File: src/rtl/apu_pkg.sv
// Shared APU definitions: default NTSC frame-step tick counts, the
// frame-counter mode encoding and the bit positions of the $4017-style
// frame-counter register.
package apu_pkg;

  localparam int STEP1_NTSC = 7457;
  localparam int STEP2_NTSC = 14913;
  localparam int STEP3_NTSC = 22371;
  localparam int STEP4_NTSC = 29829;
  localparam int STEP5_NTSC = 37281;

  typedef enum logic {
    MODE_4STEP = 1'b0,
    MODE_5STEP = 1'b1
  } mode_e;

  localparam int FC_MODE_BIT    = 7;
  localparam int FC_INHIBIT_BIT = 6;

endpackage

File: src/rtl/tick_divider.sv
// Prescaler that turns the system clock into a one-clk CPU tick enable.
// Ports:
//   clk, rst : system clock, synchronous active-high reset
//   tick     : high in the clk where the prescaler sits at PRESCALE-1
module tick_divider #(
  parameter int PRESCALE = 1
) (
  input  logic clk,
  input  logic rst,
  output logic tick
);

  localparam int PW = (PRESCALE > 1) ? $clog2(PRESCALE) : 1;

  logic [PW-1:0] pre;

  assign tick = (pre == PW'(PRESCALE - 1));

  always_ff @(posedge clk) begin
    if (rst) pre <= '0;
    else     pre <= tick ? '0 : pre + 1'b1;
  end

endmodule

File: src/rtl/frame_sequencer.sv
// APU frame counter: derives apu_clk from the CPU tick, sequences the
// quarter/half-frame strobes in 4-step or 5-step mode and raises frame_irq.
// Ports:
//   clk, rst           : system clock, synchronous active-high reset
//   wr_en, wr_data     : frame-counter register write (bit7 mode, bit6 inhibit)
//   irq_ack            : clears frame_irq
//   apu_clk            : toggles every CPU tick
//   qfr_clk, hfr_clk   : one-clk quarter/half-frame strobes
//   frame_irq          : frame interrupt level
//   mode, step         : current mode, last step executed (0 after reload)
module frame_sequencer
  import apu_pkg::*;
#(
  parameter int PRESCALE = 1,
  parameter int CNT_W    = 16,
  parameter int STEP1    = STEP1_NTSC,
  parameter int STEP2    = STEP2_NTSC,
  parameter int STEP3    = STEP3_NTSC,
  parameter int STEP4    = STEP4_NTSC,
  parameter int STEP5    = STEP5_NTSC
) (
  input  logic       clk,
  input  logic       rst,
  input  logic       wr_en,
  input  logic [7:0] wr_data,
  input  logic       irq_ack,
  output logic       apu_clk,
  output logic       qfr_clk,
  output logic       hfr_clk,
  output logic       frame_irq,
  output logic       mode,
  output logic [2:0] step
);

  logic             tick;
  mode_e            mode_q;
  logic             inhibit_q;
  logic             pend_q;
  logic [CNT_W-1:0] cnt_q, cnt_d, cnt_inc;
  logic [2:0]       step_d;
  logic             qfr_d, hfr_d, irq_set;
  logic             unused_wr_bits;

  assign unused_wr_bits = ^wr_data[5:0];
  assign cnt_inc        = cnt_q + 1'b1;
  assign mode           = mode_q;

  tick_divider #(.PRESCALE(PRESCALE)) u_div (
    .clk  (clk),
    .rst  (rst),
    .tick (tick)
  );

  // Step decode for this tick. A pending reload takes priority over any
  // step match, so a reload landing on a step swallows that step's strobe/IRQ.
  always_comb begin
    cnt_d   = cnt_q;
    step_d  = step;
    qfr_d   = 1'b0;
    hfr_d   = 1'b0;
    irq_set = 1'b0;
    if (tick) begin
      cnt_d = cnt_inc;
      if (pend_q) begin
        cnt_d  = '0;
        step_d = 3'd0;
        qfr_d  = (mode_q == MODE_5STEP);
        hfr_d  = (mode_q == MODE_5STEP);
      end else if (cnt_inc == CNT_W'(STEP1)) begin
        step_d = 3'd1;
        qfr_d  = 1'b1;
      end else if (cnt_inc == CNT_W'(STEP2)) begin
        step_d = 3'd2;
        qfr_d  = 1'b1;
        hfr_d  = 1'b1;
      end else if (cnt_inc == CNT_W'(STEP3)) begin
        step_d = 3'd3;
        qfr_d  = 1'b1;
      end else if (cnt_inc == CNT_W'(STEP4)) begin
        step_d = 3'd4;
        // In 5-step mode step 4 is silent and the frame keeps counting.
        if (mode_q == MODE_4STEP) begin
          qfr_d   = 1'b1;
          hfr_d   = 1'b1;
          irq_set = !inhibit_q;
          cnt_d   = '0;
        end
      end else if (mode_q == MODE_5STEP && cnt_inc == CNT_W'(STEP5)) begin
        step_d = 3'd5;
        qfr_d  = 1'b1;
        hfr_d  = 1'b1;
        cnt_d  = '0;
      end
    end
  end

  always_ff @(posedge clk) begin
    if (rst) begin
      apu_clk   <= 1'b0;
      qfr_clk   <= 1'b0;
      hfr_clk   <= 1'b0;
      frame_irq <= 1'b0;
      mode_q    <= MODE_4STEP;
      inhibit_q <= 1'b0;
      pend_q    <= 1'b0;
      cnt_q     <= '0;
      step      <= 3'd0;
    end else begin
      apu_clk <= apu_clk ^ tick;
      qfr_clk <= qfr_d;
      hfr_clk <= hfr_d;
      cnt_q   <= cnt_d;
      step    <= step_d;
      // A write on the reload tick re-arms the reload for the next tick.
      if (wr_en) begin
        mode_q    <= mode_e'(wr_data[FC_MODE_BIT]);
        inhibit_q <= wr_data[FC_INHIBIT_BIT];
        pend_q    <= 1'b1;
      end else if (tick) begin
        pend_q    <= 1'b0;
      end
      // Inhibit write beats a set; a set beats an acknowledge.
      if (wr_en && wr_data[FC_INHIBIT_BIT]) frame_irq <= 1'b0;
      else if (irq_set)                     frame_irq <= 1'b1;
      else if (irq_ack)                     frame_irq <= 1'b0;
    end
  end

endmodule

File: config.mk
export PLATFORM = sky130hd
export DESIGN_NAME = frame_sequencer
export DESIGN_NICKNAME = d
export VERILOG_FILES = /design/src/rtl/apu_pkg.sv /design/src/rtl/tick_divider.sv /design/src/rtl/frame_sequencer.sv
export SDC_FILE = /design/constraint.sdc
export NUM_CORES = 1
export LEC_CHECK = 0
export CAP_MARGIN = 20
export CORE_MARGIN = 3
export CORE_UTILIZATION = 55
export DETAILED_ROUTE_END_ITERATION = 16
export DONT_BUFFER_PORTS = 1
export PLACE_DENSITY = 0.76
export SLEW_MARGIN = 20
export SYNTH_ARGS = -nofsm -noshare
export SYNTH_HDL_FRONTEND = slang
export SYNTH_SLANG_ARGS = --single-unit
File: constraint.sdc
create_clock -name clk -period 2.7 [get_ports clk]
set_input_delay 0.405 -clock clk [delete_from_list [all_inputs] [get_ports clk]]
set_output_delay 0.405 -clock clk [all_outputs]
set_load 0.02 [all_outputs]
# == Yosys cells after proc, flatten, opt, wreduce, memory -nomap -nowiden ==
# Index checks and enable logic that the tools add are counted.
# word_totals
register_bits,27
inputBits,12
output_inout_bits,8
elab_cells,64
# classes
add_sub_neg,2
n_eq_ne,6
n_mux,35
bitwise,2
reduce_logical,9
# op_table
operator,count
16-bit two-way mux,7
16-bit by 15-bit == test with 1-bit output (second input constant),2
1-bit two-way mux,22
3-bit two-way mux,6
16-bit by 1-bit adder with 16-bit output (second input constant),1
16-bit by 13-bit == test with 1-bit output (second input constant),1
16-bit by 14-bit == test with 1-bit output (second input constant),1
16-bit == test (second input constant),1
6-bit nonzero test,1
2-bit OR reduction,3
1-bit logical AND,2
2-bit inequality test (second input constant),1
2-bit AND reduction,1
2-bit nonzero test,1
1-bit adder (second input constant),1
1-bit zero test,1
1-bit inverter,1
1-bit bitwise XOR,1

# == Longest topological paths before layout ==
# Gate-level depths: netlist of the first run.
# logic_depth
word_depth,9
ltp_mapped,11
depth_no_buf,9

# == Hierarchy ==
# Synthesis of the first run repeated with hierarchy kept, for this count alone.
# hier_totals
cells_unflattened,223
area_unflattened_um2,1774.2
# by_module_without_submodules
module,instances,cells_each,area_each_um2,seq_area_each_um2
frame_sequencer,1,220,1746.7,520.5
tick_divider,1,3,27.5,20.0

# == Worst setup path before layout of the first run ==
# Ideal clock, no wire load.
# synth_timing
kind,register to register
startpoint,reg cnt_q[0]
endpoint,reg cnt_q[12]
setup_time_ps,115
arrival_ps,2539
required_time_ps,2585
path_slack_ps,47
stages_incl_launch_ff,11
n_path_buf,1
synth_period_minus_slack_ps,2653
cell_sequence,dfxtp_1 ha_1 nand3_2 or4_1 o211a_1 nor4b_4 nand4_2 o211ai_2 buf_6 o211ai_1 o21a_1
# synth_via
elab_chain_len,9
word_cells_on_any_way,14
classes_between,add/sub: 1; eq/ne: 5; mux: 7; reduce/logical: 1
# synth_lines
element,line,source
from (decl),frame_sequencer.sv:39,"logic [CNT_W-1:0] cnt_q, cnt_d, cnt_inc;"
from (signal assigned),frame_sequencer.sv:112,cnt_q <= cnt_d;
16-bit by 1-bit adder with 16-bit output (*),frame_sequencer.sv:45,assign cnt_inc = cnt_q + 1'b1;
16-bit == test,frame_sequencer.sv:88,end else if (mode_q == MODE_5STEP && cnt_inc == CNT_W'(STEP5)) begin
1-bit logical AND,frame_sequencer.sv:88,
16-bit two-way mux,frame_sequencer.sv:88,
16-bit two-way mux,frame_sequencer.sv:79,end else if (cnt_inc == CNT_W'(STEP4)) begin
16-bit two-way mux,frame_sequencer.sv:76,end else if (cnt_inc == CNT_W'(STEP3)) begin
16-bit two-way mux,frame_sequencer.sv:72,end else if (cnt_inc == CNT_W'(STEP2)) begin
16-bit two-way mux (*),frame_sequencer.sv:69,end else if (cnt_inc == CNT_W'(STEP1)) begin
16-bit two-way mux (*),frame_sequencer.sv:64,if (pend_q) begin
# Mark *: on every way between the ends. The rest lies on a longest branch, timed or not.
# A chain may end at the register's enable or synchronous reset.

# == Final worst setup path of the first run ==
# layout_timing
startpoint,reg cnt_q[0]
endpoint,reg cnt_q[14]
# Same word-level chain as after synthesis.

==> impl_metrics.env, run 1 <==
export IMPL_synth_simple_gate_area_share_pct=30.7
export IMPL_synth_mux_area_fraction_pct=1.73
export IMPL_grt_busiest_layer="met2"
export IMPL_crit_family="compound AO/OA/AOI/OAI gates"
export IMPL_row_count=19
export IMPL_grt_ovfl_total=0
export IMPL_critPathKind="flip-flop to flip-flop"
export IMPL_stdcell_area_um2=1980
export IMPL_slew_viol_final=0
export IMPL_seq_area_um2=546
export IMPL_cap_violations=0
export IMPL_clockBufferDepth=2
export IMPL_ys_flop_type="dfxtp_1"
export IMPL_synthTopCellsByCount="dfxtp_1, o21ai_0, nand2_1, a21oi_1, nor2_1"
export IMPL_initial_utilization_pct=60.2
export IMPL_grt_pass1_vias=1463
export IMPL_die_h_um=62.1
export IMPL_status="complete, no violations"
export IMPL_dieWidth_um=62.1
export IMPL_async_flop_share_pct=0
export IMPL_r2r_end="cnt_q[14]"
export IMPL_crit_buf_inv=3
export IMPL_finClkSkew_ns=0.00750
export IMPL_hold_end="mode"
export IMPL_power_mw=0.665
export IMPL_fin_crit_sh_pct=94.9
export IMPL_netlist_area_um2=1730
export IMPL_hold_start="rst"
export IMPL_ys_top_cells_by_area="dfxtp_1, o21ai_0, a21oi_1"
export IMPL_antenna_found_initial=0
export IMPL_synth_compound_area_share_pct=23.8
export IMPL_hold_class="input port to flip-flop"
export IMPL_startpoint_type="flip-flop"
export IMPL_place_ws_ns=0.123
export IMPL_synth_adder_area_share_pct=2.17
export IMPL_track_usage_pct=21.7
export IMPL_cts_clk_slew_worst_paths_ns=0.16
export IMPL_synth_edff_count=0
export IMPL_clk_latency_ns=0.35
export IMPL_fmax_mhz=390
export IMPL_pwr_share_seq_pct=63.7
export IMPL_crit_fanout=14
export IMPL_synthCells=204
export IMPL_rr_startpoint="cnt_q[0]"
export IMPL_htreeDepth=1
export IMPL_p_switching_mw=0.176
export IMPL_multi_input_comb_area_um2=1130
export IMPL_peakVddDrop_mv=0.272
export IMPL_yosysSeqAreaShare_pct=31.2
export IMPL_yosysMostFrequentCell="dfxtp_1"
export IMPL_synth_top_area_share_pct=31.2
export IMPL_placed_cell_area_um2=1890
export IMPL_grt_use_met2_pct=34.8
export IMPL_antenna_cells=0
export IMPL_power_leakage_nw=0.777
export IMPL_drt_pass1_iterations=4
export IMPL_holdPathStages=1
export IMPL_die_area_um2=3860
export IMPL_numCtsBuffers=3
export IMPL_drc=0
export IMPL_critPathMaxStageDelay_ns=0.36
export IMPL_cp_slowest_cell="dfxtp_2"
export IMPL_cellPowerDensity_nw_per_um2=336
export IMPL_numPortBuffers=0
export IMPL_synthToLayoutAreaGrowth_pct=14.3
export IMPL_initialDrtViolationCount=124
export IMPL_fill_cells=243
export IMPL_power_frac_comb_pct=7.8
export IMPL_rr_worst_depth=11
export IMPL_syn_area_per_cell_um2=8.49
export IMPL_drt_wl_total_um=4160
export IMPL_final_nets=233
export IMPL_tightest_slew_ns=0.800
export IMPL_synth_top_family_by_area="simple AND/OR/NAND/NOR gates"
export IMPL_crit_chain="buf_4, nand4_1, buf_4, o21ai_0, nand4_1, nor4_1, nand3_1, o211ai_2, buf_12, o21ai_0, a21o_1"
export IMPL_dp_hpwl_um=3020
export IMPL_vias_per_cell=6.15
export IMPL_yosys_warnings=0
export IMPL_end_kind="flip-flop"
export IMPL_max_slew_margin_pct=46.6
export IMPL_switching_share_pct=26.5
export IMPL_rrSetupSlack_ns=0.14
export IMPL_ys_ff_latch=27
export IMPL_grt_use_met1_pct=30.6
export IMPL_cts_tree="done"
export IMPL_gp_congestion=0.897
export IMPL_cp_arrival_ns=2.82
export IMPL_vias=1593
export IMPL_hold_viol=0
export IMPL_drive_gt1_share_pct=22.6
export IMPL_setup_violations=0
export IMPL_synth_cell_types=60
export IMPL_syn_nets=219
export IMPL_yosys_area_top_type="dfxtp_1"
export IMPL_synth_xor_area_share_pct=4.05
export IMPL_cts_root_buffer="clkbuf_4"
export IMPL_drtAntennaViolNets=0
export IMPL_met3_usage_pct=2.16
export IMPL_period_minus_slack_ns=2.56
export IMPL_clock_sinks=27
export IMPL_grt_max_degree=17
export IMPL_crit_required_ns=2.96
export IMPL_fin_ws_ns=0.137
export IMPL_wire_per_inst_um=16.0
export IMPL_core_area_um2=2880
export IMPL_io_pin_count=20
export IMPL_grt_pass1_wl_um=6950
export IMPL_p_clk_share_pct=28.5
export IMPL_intPower_mw=0.489
-- worst max path at each step --
stage,startpoint,endpoint,slack [ns],depth (start not counted)
after global placement,cnt_q[0],qfr_clk,0.15,10
after global routing,cnt_q[0],qfr_clk,-0.02,10
after detailed placement,cnt_q[0],step[1],0.12,10
final,cnt_q[0],cnt_q[14],0.14,11
after floorplan,cnt_q[0],cnt_q[12],0.05,10
after CTS,cnt_q[0],qfr_clk,0.1,10
-- area by class of cell --
cell class                 instances  share of cell area [%]
multi-input combinational        155                    57.2
sequential                        27                    27.6
timing repair buffer              23                    9.54
tap                               42                    2.65
inverter                           8                    1.52
clock buffer                       3                    1.14
clock inverter                     1                   0.379
-- through the flow --
step / cells / hold WS (ns) / TNS, ns / util, %
after floorplan: 204 / 0.462 / 0 / -
after global placement: 254 / 0.478 / 0 / 65.6
after detailed placement: 254 / 0.481 / 0 / 65.6
after CTS: 258 / 0.0978 / 0 / 66.6
after global routing: 259 / 0.0679 / -0.0218 / 68.8
final: 259 / 0.0991 / 0 / 68.8
-- power groups by stage --
stage / sequential [mW] / combinational [mW] / clock [mW]
finish: 0.424 / 0.0520 / 0.189
global route: 0.426 / 0.0580 / 0.216
CTS: 0.423 / 0.0519 / 0.193
detailed placement: 0.432 / 0.0517 / 0
global placement: 0.431 / 0.0500 / 0
floorplan: 0.429 / 0.0412 / 0
-- layer usage --
metal | routed length, um | vias up | part of all wire [%]
met5 | 0 | - | 0
met4 | 53 | 0 | 1.3
met3 | 208 | 6 | 5.0
met2 | 2000 | 51 | 48
met1 | 1890 | 756 | 46
li1 | - | 780 | -
-- cell usage in the layout, fill, tap and decap left out, types with 6 or more instances in the layout --
cell type / n
a21o_1: 6
a21oi_1: 10
buf_4: 21
dfxtp_1: 23
inv_1: 8
nand2_1: 11
nand2b_1: 6
nand3_1: 8
nor2_1: 9
nor3_1: 7
o21ai_0: 16
-- worst reg2reg max path: stages, from the launching register on --
cell	delay (ns)
dfxtp_2	0.36
buf_4	0.13
nand4_1	0.09
buf_4	0.21
o21ai_0	0.35
nand4_1	0.25
nor4_1	0.26
nand3_1	0.17
o211ai_2	0.22
buf_12	0.16
o21ai_0	0.09
a21o_1	0.19
-- state kept, by name, indices dropped and copies added (netlist names) --
signal     flops
cnt_q         16
qfr_clk        1
mode           1
step           3
u_div.pre      1
apu_clk        1
inhibit_q      1
pend_q         1
frame_irq      1
hfr_clk        1
-- kinds of logic after synthesis --
group | after synthesis
buffers and inverters | 22
AND/OR/NAND/NOR | 81
adder cells (fa/ha/maj) | 3
other | 1
multiplexers | 3
flip-flops | 27
AO/OA/AOI/OAI | 59
XOR/XNOR | 8
-- timing repair --
action,4_1_cts,5_1_grt
hold buffers,0,0
buffers inserted,0,1
gates resized for setup,0,12
endpoints found under the hold margin,0,0
setup endpoints to repair,0,11
No activity file was read; power rests on OpenSTA's default activity.
==> run 2: changes to the inputs <==
- CORE_UTILIZATION: 55 -> 56
- PLACE_DENSITY: 0.76 -> 0.77
==> run 2 against run 1 <==
Clock-buffer cell count did not move; total power down 1.3%; register-to-register slack barely moved; cell area increased by 2.0%.
==> impl_metrics.env, run 2 (same netlist as run 1, synthesis figures left out) <==
export IMPL_io_pin_count=20
export IMPL_drt_wl_total_um=4080
export IMPL_wire_per_inst_um=16.5
export IMPL_numPortBuffers=0
export IMPL_crit_required_ns=2.95
export IMPL_status="complete, no violations"
export IMPL_initial_utilization_pct=60.7
export IMPL_hold_buffers=0
export IMPL_tightest_slew_ns=0.877
export IMPL_numCtsBuffers=3
export IMPL_drtAntennaViolNets=0
export IMPL_clock_sinks=27
export IMPL_synthToLayoutAreaGrowth_pct=16.5
export IMPL_met3_usage_pct=5.03
export IMPL_power_leakage_nw=0.779
export IMPL_initialDrtViolationCount=131
export IMPL_grt_pass1_vias=1408
export IMPL_fmax_mhz=392
export IMPL_place_ws_ns=0.0785
export IMPL_layout_commonest_cell="dfxtp_1"
export IMPL_largest_reg_flops=16
export IMPL_grt_pass1_wl_um=6320
export IMPL_cap_violations=0
export IMPL_vias_per_cell=6.53
export IMPL_startpoint_type="flip-flop"
export IMPL_max_slew_margin_pct=41.4
export IMPL_placed_cell_area_um2=1840
export IMPL_cts_root_buffer="clkbuf_4"
export IMPL_dp_hpwl_um=2880
export IMPL_vias=1614
export IMPL_antenna_cells=0
export IMPL_slew_viol_final=0
export IMPL_drive_gt1_share_pct=25.9
export IMPL_cellPowerDensity_nw_per_um2=325
export IMPL_timing_hold_ws_ns=0.113
export IMPL_grt_max_degree=16
export IMPL_top_register="cnt_q"
export IMPL_row_count=19
export IMPL_stdcell_area_um2=2020
export IMPL_crit_fanout=6
export IMPL_grt_ovfl_total=0
export IMPL_grt_use_met2_pct=34.5
export IMPL_clk_latency_ns=0.34
export IMPL_dieWidth_um=61.6
export IMPL_drt_pass1_iterations=4
export IMPL_final_nets=232
export IMPL_fin_ws_ns=0.149
export IMPL_reg_top3="cnt_q (16), step (3)"
export IMPL_drc=0
export IMPL_end_kind="flip-flop"
export IMPL_finClkSkew_ns=0.00205
export IMPL_cp_arrival_ns=2.81
export IMPL_grt_use_met1_pct=29.6
export IMPL_htreeDepth=1
export IMPL_hold_class="input port to flip-flop"
export IMPL_cts_clk_slew_worst_paths_ns=0.15
export IMPL_setup_violations=0
export IMPL_core_area_um2=2850
export IMPL_grt_busiest_layer="met2"
export IMPL_period_minus_slack_ns=2.55
export IMPL_die_area_um2=3800
export IMPL_clockBufferDepth=2
export IMPL_antenna_found_initial=0
export IMPL_hold_viol=0
export IMPL_critPathKind="flip-flop to flip-flop"
export IMPL_layout_common_cells="dfxtp_1, buf_4, o21ai_0, nand2_1, a21oi_1"
export IMPL_peakVddDrop_mv=0.400
export IMPL_final_setup_tns_ns=0
export IMPL_die_h_um=61.6
export IMPL_track_usage_pct=22.1
export IMPL_cts_tree="done"
export IMPL_fin_crit_sh_pct=94.5
export IMPL_gp_congestion=0.888
-- run 2: cell types whose count changed in the layout (fill, tap and decap cells not counted), moves of 2 or more --
cell	previous run	this run
nor4_1	3	0
o21ai_0	16	14
and3_1	5	3
o21ai_1	1	3
nor4_2	0	2
-- run 2: worst paths after layout --
| check | slack (ns) | end | startpoint | cells after the start |
|---|---|---|---|---|
| worst min-delay path | 0.11 | step[1] | rst | 1 |
| worst max-delay path | 0.15 | qfr_clk | cnt_q[0] | 12 |
| worst min register to register | 0.52 | cnt_q[10] | cnt_q[10] | 2 |
| worst max register to register | 0.15 | qfr_clk | cnt_q[0] | 12 |
-- run 2: power breakdown --
group	switching [mW]	internal, mW	leakage, nW
combinational	0.0280	0.0246	0.540
clock	0.125	0.0559	0.0177
sequential	0.0157	0.407	0.221
total	0.169	0.488	0.779
-- run 2: stage by stage --
step | utilization [%] | power [mW] | cells
after floorplan | - | 0.470 | 204
after global routing | 70.7 | 0.680 | 247
after detailed placement | 64.6 | 0.483 | 239
after global placement | 64.6 | 0.481 | 239
final | 70.7 | 0.656 | 247
after CTS | 65.6 | 0.661 | 243
-- run 2: repair_timing --
item,CTS,global route
gates resized for setup,0,24
setup buffers,0,4
endpoints found under the setup margin,0,12
-- run 2: per-layer routing --
| layer | part of all wire, % | wire length (um) | up-vias |
|---|---|---|---|
| met5 | 0 | 0 | - |
| met4 | 1.7 | 68 | 0 |
| met3 | 6.4 | 262 | 8 |
| met2 | 48 | 1960 | 61 |
| met1 | 44 | 1790 | 766 |
| li1 | - | - | 779 |
-- run 2: worst max-delay path, cell delays in order (launching register included) --
cell       delay [ns]
dfxtp_1          0.38
ha_2             0.21
buf_4            0.15
and3_4           0.24
mux2i_4          0.26
buf_4            0.15
and3_1           0.14
and3_1           0.22
nand4_2          0.13
buf_4            0.19
o21ai_2          0.08
nor2b_4          0.06
a2111oi_4        0.25
-- run 2: final cells by class --
type | count | area (um2)
multi-input cells | 155 | 1200
fillers | 214 | 835
flip-flops and latches | 27 | 544
repair buffers | 22 | 178
well taps | 31 | 38.8
inverters | 8 | 30.0
clock buffers | 3 | 22.5
clock inverters | 1 | 5.00
